<file path="src/rtl/simpleuart_pkg.sv">
// Shared UART definitions: receiver FSM states, 8N1 frame constants and the
// default bit period that the transmitter also uses.
package simpleuart_pkg;

  // 50 MHz clock / 115200 baud.
  localparam int DEFAULT_CLK_DIV = 434;

  // 8N1 framing.
  localparam int   DATA_BITS = 8;
  localparam logic START_BIT = 1'b0;
  localparam logic STOP_BIT  = 1'b1;

  typedef enum logic [2:0] {
    ST_IDLE,
    ST_START,
    ST_DATA,
    ST_STOP,
    ST_BREAK
  } rx_state_e;

endpackage

</file>
<file path="src/rtl/simpleuart_rx_if.sv">
// Byte-side interface of the UART receiver: head byte, valid, pop strobe,
// sticky error flags and their clear. The receiver is the master.
interface simpleuart_rx_if;

  logic [7:0] rx_data;
  logic       rx_valid;
  logic       rx_re;
  logic       rx_frame_err;
  logic       rx_overrun;
  logic       err_clr;

  modport master (
    output rx_data,
    output rx_valid,
    output rx_frame_err,
    output rx_overrun,
    input  rx_re,
    input  err_clr
  );

  modport slave (
    input  rx_data,
    input  rx_valid,
    input  rx_frame_err,
    input  rx_overrun,
    output rx_re,
    output err_clr
  );

endinterface

</file>
<file path="src/rtl/simpleuart_rx_fifo.sv">
// Show-ahead receive storage. DEPTH=1 gives a single holding register with
// the same push/pop/drop behaviour. A push while full is dropped (and flagged
// on drop) unless a pop happens in the same cycle.
module simpleuart_rx_fifo #(
  parameter int DEPTH = 4,
  parameter int WIDTH = 8
) (
  input  logic             clk,
  input  logic             resetn,
  input  logic             push,
  input  logic [WIDTH-1:0] push_data,
  input  logic             pop,
  output logic             full,
  output logic             empty,
  output logic             drop,
  output logic [WIDTH-1:0] head
);

  localparam int PTR_W = (DEPTH > 1) ? $clog2(DEPTH) : 1;
  localparam int CNT_W = $clog2(DEPTH) + 1;
  localparam int MEM_N = 1 << PTR_W;
  localparam logic [PTR_W-1:0] LAST_PTR = PTR_W'(DEPTH - 1);
  localparam logic [CNT_W-1:0] FULL_CNT = CNT_W'(DEPTH);

  logic [WIDTH-1:0] mem [MEM_N];
  logic [PTR_W-1:0] wr_ptr;
  logic [PTR_W-1:0] rd_ptr;
  logic [CNT_W-1:0] count;
  logic             do_push;
  logic             do_pop;

  assign empty   = (count == '0);
  assign full    = (count == FULL_CNT);
  // A pop on an empty FIFO is ignored; a pop frees the slot for a same-cycle push.
  assign do_pop  = pop & ~empty;
  assign do_push = push & (~full | do_pop);
  assign drop    = push & full & ~do_pop;
  assign head    = empty ? '0 : mem[rd_ptr];

  // Pointer and occupancy bookkeeping; pointers wrap at DEPTH-1.
  // NOTE: sequential state uses non-blocking assignments so every flop samples pre-edge values.
  always_ff @(posedge clk) begin
    if (!resetn) begin
      wr_ptr <= '0;
      rd_ptr <= '0;
      count  <= '0;
    end else begin
      if (do_push) wr_ptr <= (wr_ptr == LAST_PTR) ? '0 : wr_ptr + 1'b1;
      if (do_pop)  rd_ptr <= (rd_ptr == LAST_PTR) ? '0 : rd_ptr + 1'b1;
      case ({do_push, do_pop})
        2'b10:   count <= count + CNT_W'(1);
        2'b01:   count <= count - CNT_W'(1);
        default: count <= count;
      endcase
    end
  end

  // Storage write port.
  // NOTE: the data array is not reset; head is masked to zero while empty instead.
  always_ff @(posedge clk) begin
    if (do_push) mem[wr_ptr] <= push_data;
  end

endmodule

</file>
<file path="src/rtl/simpleuart_rx.sv">
// 8N1 UART receiver with sticky frame-error / overrun flags.
// Build option: define SIMPLEUART_RX_FIFO_EN for a FIFO_DEPTH-entry receive
// FIFO; otherwise storage is a single holding register.
module simpleuart_rx
  import simpleuart_pkg::*;
#(
  parameter int CLK_DIV    = DEFAULT_CLK_DIV,
  parameter int FIFO_DEPTH = 4
) (
  input  logic clk,
  input  logic resetn,
  input  logic uart_rx,
  simpleuart_rx_if.master bus
);

`ifdef SIMPLEUART_RX_FIFO_EN
  localparam int DEPTH = FIFO_DEPTH;
`else
  localparam int DEPTH = 1;
`endif

  // Start edge waits half a bit so later samples land near mid-bit.
  localparam logic [15:0] HALF_LOAD = 16'(CLK_DIV / 2 - 1);
  localparam logic [15:0] FULL_LOAD = 16'(CLK_DIV - 1);

  logic       sync1;
  logic       sync2;
  logic       rx_prev;
  logic       start_edge;
  logic       tick;

  rx_state_e  state;
  rx_state_e  state_nxt;
  logic [15:0] bit_cnt;
  logic [15:0] bit_cnt_nxt;
  logic [2:0] bit_idx;
  logic [2:0] bit_idx_nxt;
  logic [7:0] shift;
  logic [7:0] shift_nxt;
  logic       push;
  logic       frame_err_set;

  logic       fifo_full;
  logic       fifo_empty;
  logic       fifo_drop;
  logic [7:0] fifo_head;
  logic       frame_err;
  logic       overrun;

  // Two-flop synchronizer plus one history flop for falling-edge detection;
  // all reset to the idle line level so reset release never looks like a start.
  always_ff @(posedge clk) begin
    if (!resetn) begin
      sync1   <= 1'b1;
      sync2   <= 1'b1;
      rx_prev <= 1'b1;
    end else begin
      sync1   <= uart_rx;
      sync2   <= sync1;
      rx_prev <= sync2;
    end
  end

  assign start_edge = rx_prev & ~sync2;
  assign tick       = (bit_cnt == '0);

  // FSM state and datapath registers.
  always_ff @(posedge clk) begin
    if (!resetn) begin
      state   <= ST_IDLE;
      bit_cnt <= '0;
      bit_idx <= '0;
      shift   <= '0;
    end else begin
      state   <= state_nxt;
      bit_cnt <= bit_cnt_nxt;
      bit_idx <= bit_idx_nxt;
      shift   <= shift_nxt;
    end
  end

  // Next-state, bit timing and push / frame-error decisions.
  // NOTE: every signal gets a default first so no path leaves it unassigned (no latches).
  always_comb begin
    state_nxt     = state;
    bit_cnt_nxt   = bit_cnt;
    bit_idx_nxt   = bit_idx;
    shift_nxt     = shift;
    push          = 1'b0;
    frame_err_set = 1'b0;

    if (state == ST_START || state == ST_DATA || state == ST_STOP) begin
      bit_cnt_nxt = tick ? FULL_LOAD : bit_cnt - 16'd1;
    end

    case (state)
      ST_IDLE: begin
        if (start_edge) begin
          state_nxt   = ST_START;
          bit_cnt_nxt = HALF_LOAD;
        end
      end
      ST_START: begin
        if (tick) begin
          if (sync2 == START_BIT) begin
            state_nxt   = ST_DATA;
            bit_idx_nxt = '0;
          end else begin
            state_nxt = ST_IDLE;
          end
        end
      end
      ST_DATA: begin
        if (tick) begin
          shift_nxt = {sync2, shift[7:1]};
          if (bit_idx == 3'(DATA_BITS - 1)) state_nxt = ST_STOP;
          else bit_idx_nxt = bit_idx + 3'd1;
        end
      end
      ST_STOP: begin
        if (tick) begin
          if (sync2 == STOP_BIT) begin
            push      = 1'b1;
            state_nxt = ST_IDLE;
          end else begin
            frame_err_set = 1'b1;
            state_nxt     = ST_BREAK;
          end
        end
      end
      ST_BREAK: begin
        if (sync2) state_nxt = ST_IDLE;
      end
      default: state_nxt = ST_IDLE;
    endcase
  end

  simpleuart_rx_fifo #(
    .DEPTH (DEPTH),
    .WIDTH (8)
  ) u_fifo (
    .clk       (clk),
    .resetn    (resetn),
    .push      (push),
    .push_data (shift),
    .pop       (bus.rx_re),
    .full      (fifo_full),
    .empty     (fifo_empty),
    .drop      (fifo_drop),
    .head      (fifo_head)
  );

  // Sticky error flags; a new event wins over a same-cycle clear.
  always_ff @(posedge clk) begin
    if (!resetn) begin
      frame_err <= 1'b0;
      overrun   <= 1'b0;
    end else begin
      frame_err <= frame_err_set | (frame_err & ~bus.err_clr);
      overrun   <= fifo_drop     | (overrun   & ~bus.err_clr);
    end
  end

  assign bus.rx_data      = fifo_head;
  assign bus.rx_valid     = ~fifo_empty;
  assign bus.rx_frame_err = frame_err;
  assign bus.rx_overrun   = overrun;

endmodule

</file>
<file path="src/flat_wrapper.sv">
// flat-port wrapper written by rule: the top's interface ports become plain ports
module simpleuart_rx_flat import simpleuart_pkg::*;
#(
  parameter int CLK_DIV    = DEFAULT_CLK_DIV,
  parameter int FIFO_DEPTH = 4
)
  (clk, resetn, uart_rx, bus_rx_data, bus_rx_valid, bus_rx_frame_err, bus_rx_overrun, bus_rx_re, bus_err_clr);
  simpleuart_rx_if bus_i ();
  input  logic clk;
  input  logic resetn;
  input  logic uart_rx;
  output wire logic [$bits(bus_i.rx_data)-1:0] bus_rx_data;
  output wire logic [$bits(bus_i.rx_valid)-1:0] bus_rx_valid;
  output wire logic [$bits(bus_i.rx_frame_err)-1:0] bus_rx_frame_err;
  output wire logic [$bits(bus_i.rx_overrun)-1:0] bus_rx_overrun;
  input wire logic [$bits(bus_i.rx_re)-1:0] bus_rx_re;
  input wire logic [$bits(bus_i.err_clr)-1:0] bus_err_clr;
  assign bus_rx_data = bus_i.rx_data;
  assign bus_rx_valid = bus_i.rx_valid;
  assign bus_rx_frame_err = bus_i.rx_frame_err;
  assign bus_rx_overrun = bus_i.rx_overrun;
  assign bus_i.rx_re = bus_rx_re;
  assign bus_i.err_clr = bus_err_clr;
  simpleuart_rx #(.CLK_DIV(CLK_DIV), .FIFO_DEPTH(FIFO_DEPTH)) u_core (.clk(clk), .resetn(resetn), .uart_rx(uart_rx), .bus(bus_i));
endmodule
</file>
<file path="config.mk">
export PLATFORM = sky130hd
export DESIGN_NAME = simpleuart_rx_flat
export DESIGN_NICKNAME = d
export VERILOG_FILES = /design/src/rtl/simpleuart_pkg.sv /design/src/rtl/simpleuart_rx_if.sv /design/src/rtl/simpleuart_rx_fifo.sv /design/src/rtl/simpleuart_rx.sv /design/src/flat_wrapper.sv
export SDC_FILE = /design/constraint.sdc
export NUM_CORES = 1
export LEC_CHECK = 0
export CAP_MARGIN = 20
export CORE_MARGIN = 3
export CORE_UTILIZATION = 65
export CTS_CLUSTER_DIAMETER = 100
export DETAILED_ROUTE_END_ITERATION = 7
export DONT_BUFFER_PORTS = 1
export GPL_ROUTABILITY_DRIVEN = 0
export PLACE_DENSITY = 0.81
export SLEW_MARGIN = 10
export SYNTH_ARGS = -nofsm -noshare
export SYNTH_HDL_FRONTEND = slang
export SYNTH_SLANG_ARGS = --single-unit
</file>
<file path="constraint.sdc">
create_clock -name clk -period 4.15 [get_ports clk]
set_input_delay 0.83 -clock clk [delete_from_list [all_inputs] [get_ports clk]]
set_output_delay 0.83 -clock clk [all_outputs]
set_load 0.01 [all_outputs]
</file>
### Word-level counts from Yosys, hierarchy flattened

Memories as Yosys holds them, arrays and structs flattened. A register that Yosys moved wholly into a read port is not among the register bits.
Index checks and enable logic that the tools add are counted.

| word-level totals | value |
|---|---|
| register bits after elaboration | 38 |
| latch bits | 0 |
| bits in writable memories | 16 |
| ROM bits | 0 |
| input bits | 5 |
| output and inout bits | 11 |
| logic and storage cells | 89 |
| memories kept | 1 |

Memory list:

| memory | words | bits a word | read ports | clocked after Yosys merged registers in | write ports | RTL line | source |
|---|---|---|---|---|---|---|---|
| u_core.u_fifo.mem | 2 | 8 | 1 | 1 | 1 | simpleuart_rx_fifo.sv:25 | `logic [WIDTH-1:0] mem [MEM_N];` |

| cells by class | value |
|---|---|
| add/sub/neg operators | 6 |
| multiply operators | 0 |
| div/mod/pow operators | 0 |
| order comparisons | 0 |
| eq/ne operators | 15 |
| shift operators | 0 |
| muxes and demuxes | 32 |
| bitwise gates (word level) | 14 |
| reductions and logical operators | 9 |

Operators by type and width:

| operator | count |
|---|---|
| 16-bit two-way mux | 4 |
| 3-bit two-way mux | 11 |
| 16-bit logical NOT | 1 |
| 16-bit by 1-bit subtractor with 16-bit output, second input constant | 1 |
| 3-bit one-hot mux with 5 select lines | 1 |
| 1-bit two-way mux | 12 |
| 2-bit by 1-bit inequality test with 1-bit output, second input constant | 5 |
| 8-bit two-way mux | 1 |
| 1-bit bitwise AND | 7 |
| 3-bit by 2-bit == test with 1-bit output, second input constant | 2 |
| 3-bit == test, second input constant | 2 |
| 2-bit inequality test, second input constant | 3 |
| 3-bit one-hot mux with 2 select lines | 1 |
| 6-bit AND reduction | 1 |
| 5-bit AND reduction | 1 |
| 1-bit NOT | 4 |
| 2-bit nonzero test | 2 |
| 1-bit adder, second input constant | 3 |
| 3-bit by 1-bit adder with 3-bit output, second input constant | 1 |
| 3-bit by 1-bit == test with 1-bit output, second input constant | 1 |
| 3-bit logical NOT | 1 |
| 1-bit OR | 3 |
| 2-bit by 1-bit == test with 1-bit output, second input constant | 1 |
| 2-bit == test, second input constant | 1 |
| other kinds (5) | 6 |

### Longest topological paths before layout

| depth | value |
|---|---|
| depth after elaboration | 6 |
| gate-level depth with buffers | 7 |
| gate-level depth less buffers | 6 |

### By module

Synthesis repeated with hierarchy kept, for this count alone.

| second synthesis, totals | value |
|---|---|
| cell total of the unflattened synthesis | 192 |
| area total of the unflattened synthesis | 1953.1 µm² |

By module, submodules not included:

| module | times used | cells an instance | area each (µm²) | seq. area each (µm²) |
|---|---|---|---|---|
| simpleuart_rx | 1 | 170 | 1611.5 | 700.7 |
| simpleuart_rx_fifo | 1 | 22 | 341.6 | 260.2 |

### Worst setup path after synthesis

No wires, ideal clock.

| timing path | value |
|---|---|
| kind | register to register |
| start point | register u_core.bit_cnt[0] |
| end point | memory u_core.u_fifo.mem[0][0], enable pin |
| setup time | 0.373 ns |
| data arrival time | 1.878 ns |
| required time | 3.777 ns |
| setup slack | 1.899 ns |
| stages on the path, launching flop included | 7 |
| path buffers | 0 |
| clock period less this slack | 2.251 ns |
| path through | dfxtp_1 -> inv_1 -> ha_1 -> nor3b_2 -> nand4_2 -> or3_1 -> nor2b_1 |

| on the way | value |
|---|---|
| cells in the longest elaborated chain, start to end | 6 |

RTL lines:

| item | RTL line | source |
|---|---|---|
| start, declared | simpleuart_rx.sv:34 | `logic [15:0] bit_cnt;` |
| start signal, assigned | simpleuart_rx.sv:76 | `bit_cnt <= bit_cnt_nxt;` |
| 16-bit logical NOT | simpleuart_rx.sv:65 | `assign tick = (bit_cnt == '0);` |
| 1-bit two-way mux | simpleuart_rx.sv:121 | `if (tick) begin` |
| 1-bit two-way mux | simpleuart_rx.sv:96 | `case (state)` |
| 1-bit bitwise AND | simpleuart_rx_fifo.sv:36 | `assign do_push = push & (~full \| do_pop);` |
| net u_core.u_fifo.do_push | simpleuart_rx_fifo.sv:29 | `logic do_push;` |
| 1-bit two-way mux | simpleuart_rx_fifo.sv:61 | `if (do_push) mem[wr_ptr] <= push_data;` |
| 1-bit two-way mux (not written as such) | simpleuart_rx_fifo.sv:61 |  |
| end, declared | simpleuart_rx_fifo.sv:25 |  |

The timed path passes the listed nets, and every way through them passes these cells.

### Worst setup path after layout

| timing path | value |
|---|---|
| start point | register u_core.bit_cnt[0] |
| end point | memory u_core.u_fifo.mem[0][1], enable pin |

The elaborated chain is that of the path after synthesis.

==> metrics.cfg <==
[synth]
synth-seq-cells=44
synth_top_area_share_pct=35.2
synth_cell_types=49
syn_nets=222
async_reset_ff_share_pct=0
ys_warn_count=0
yosys.area.top_type=dfxtp_1
synth_edf_count=8
ys_seq_area_share_pct=46.9
synth_ff_type=dfxtp_1
syn_inst=214
synth.avg_cell_area_sq_um=9.58
netlist_area_sq_um=2050
synthTopCellsByArea=dfxtp_1, edfxtp_1, a21boi_1

[drt]
firstDrtPassIters=4
drc=0
vias_per_cell=6.05
num_vias=1544
drt_iter0_markers=99
drtAntennaViolNets=0
post_drt_wl_per_cell_um=14.6
routed_wl_mm=3.73

[global_route]
antenna_found_initial=0
grt_use_met2_pct=34.0
grt.overflow.total=0
grtUsageMet3_pct=5.77
grtUsageMet1_pct=28.1
top_usage_layer=met2
grt_pass1_wl_mm=6.71
grt.total_usage_pct=21.0
grt_pass1_vias=1454
grt_max_degree=29

[layout]
fin_area_sq_um=2150
fillers=219
drive_gt1_share_pct=7.98
nNetsFinal=220
layout_commonest_cell=dfxtp_1
diodes=0
layout_common_cells=dfxtp_1, nand2_1, nor2_1, nand3_1, o21ai_0
area_growth_pct=4.82
fin_util_pct=74.7

[clock_tree]
cts_max_path_buffers=2
cts-root-buf=clkbuf_4
htree_levels=2
clock_latency_ns=0.35
post_cts_buffers=0
clock-sinks=44
cts_buffers=5
path_clk_slew_ns=0.12
cts_hold_buf=0
post_cts_resized=0
tritoncts=done

[job]
maxCapViolations=0

[placed_design]
place_hpwl_mm=2.61
dpl_cell_area_sq_um=2070
io_buffers=0

[timing]
rsz0062_at_grt=no
hold_slack_ns=0.444
finalSetupViolations=0
fin_tns_setup_ns=0
clock_skew_ns=0.00599
relSlewSlack_pct=59.9
worstMarginPinSlew_ns=0.600
drv_slew=0
finalCritPeriodShare_pct=67.4
hold_viol=0
min_period_ns=2.80
max_freq_mhz=357

[floorplanning]
die-area_sq_um=3860
placementRows=19
io_pins=16
die_w_um=62.2
core_sq_um=2880
die_y_um=62.2
initial_core_util_pct=71.2

[power]
finalPower_mw=0.840
pwr-share-clk_pct=31.2
p_per_area_nw_per_um2=391
seq_power_share_pct=54.5
power_frac_comb_pct=14.3
switching_power_mw=0.231
switching_share_pct=27.5
peakVddDrop_v=0.000299
power_leakage_nw=0.747
p_int_mw=0.609

[worst_setup_path]
worst_ep_arrival_time_ns=2.80
end_kind=flip-flop
start_kind=flip-flop
path_max_fanout=17
critical_path_class=flip-flop to flip-flop
crit_required_ns=4.15
reg2reg_depth=6

[hold_path]
hold_class=flip-flop to flip-flop
hold_depth=1

[status]
status=completed

## state kept, by name (all words and copies together), names as in the netlist
register                 count
u_core.bus.rx_overrun        1
u_core.u_fifo.mem            8
u_core.sync1                 1
u_core.bus.rx_frame_err      1
u_core.bit_idx               3
u_core.state                 3
u_core.bit_cnt              16
u_core.shift                 8
u_core.u_fifo.full           1
u_core.sync2                 1
u_core.rx_prev               1
## logic make-up after synthesis
family	count (synthesis)	synth area share, %
adder cells (fa/ha/maj)	3	1.83
AO/OA/AOI/OAI	57	18.7
AND/OR/NAND/NOR	88	26.7
XOR/XNOR	7	2.99
flip-flops	44	46.9
buffers and inverters	15	2.93
## path summary, 6_finish.rpt
check	slack (ns)	to	startpoint
worst min register to register	0.44	u_core.sync2$_SDFF_PN1_	u_core.sync1$_SDFF_PN1_
worst min-delay path	0.44	u_core.sync2$_SDFF_PN1_	u_core.sync1$_SDFF_PN1_
worst max-delay path	1.35	u_core.u_fifo.mem[0][1]$_DFFE_PP_	u_core.bit_cnt[0]$_SDFF_PN0_
worst max register to register	1.35	u_core.u_fifo.mem[0][1]$_DFFE_PP_	u_core.bit_cnt[0]$_SDFF_PN0_
## Yosys cell counts, drive strengths merged (4+ instances only)
cell type,number
dfxtp,36
o21ai,14
nand2,13
a21boi,11
nand3,11
nor2,11
and2,10
a21oi,9
edfxtp,8
clkbuf,7
nor4,6
or4,6
inv,5
nand2b,5
o31ai,5
xor2,5
nand3b,4
## per-layer routing
layer	wire, um	part of all wire (%)
met1	1820	49
met2	1760	47
met3	122	3.3
met4	31	0.83
met5	0	0
## layout make-up
cell class	instances	area (sq um)	area share, %
Clock buffer	5	37.5	1.75
Clock inverter	3	42.5	1.98
Inverter	5	18.8	0.874
Multi-Input combinational cell	155	1030	47.9
Sequential cell	44	961	44.7
Tap cell	42	52.6	2.45
Timing Repair Buffer	1	7.51	0.349
## critical path: stages (launching register included)
cell	delay (ns)
dfxtp_1	0.37
inv_1	0.11
ha_1	0.19
nor3b_2	0.36
nand4_2	0.41
or3_1	0.50
nor2b_1	0.50
## power groups by stage
stage / combinational (mW) / clock [mW] / sequential [mW]
2_1_floorplan: 0.104 / 0 / 0.464
3_3_place_gp: 0.114 / 0 / 0.466
3_5_place_dp: 0.118 / 0 / 0.467
4_1_cts: 0.119 / 0.265 / 0.458
5_1_grt: 0.134 / 0.287 / 0.460
6_report: 0.120 / 0.262 / 0.458
## per-stage QoR
stage,std cells,setup slack (ns)
after global placement,247,1.53
final,255,1.35
after floorplan,214,1.90
after CTS,255,1.36
after global routing,255,1.09
after detailed placement,247,1.38
No activity file was read; power rests on OpenSTA's default activity.
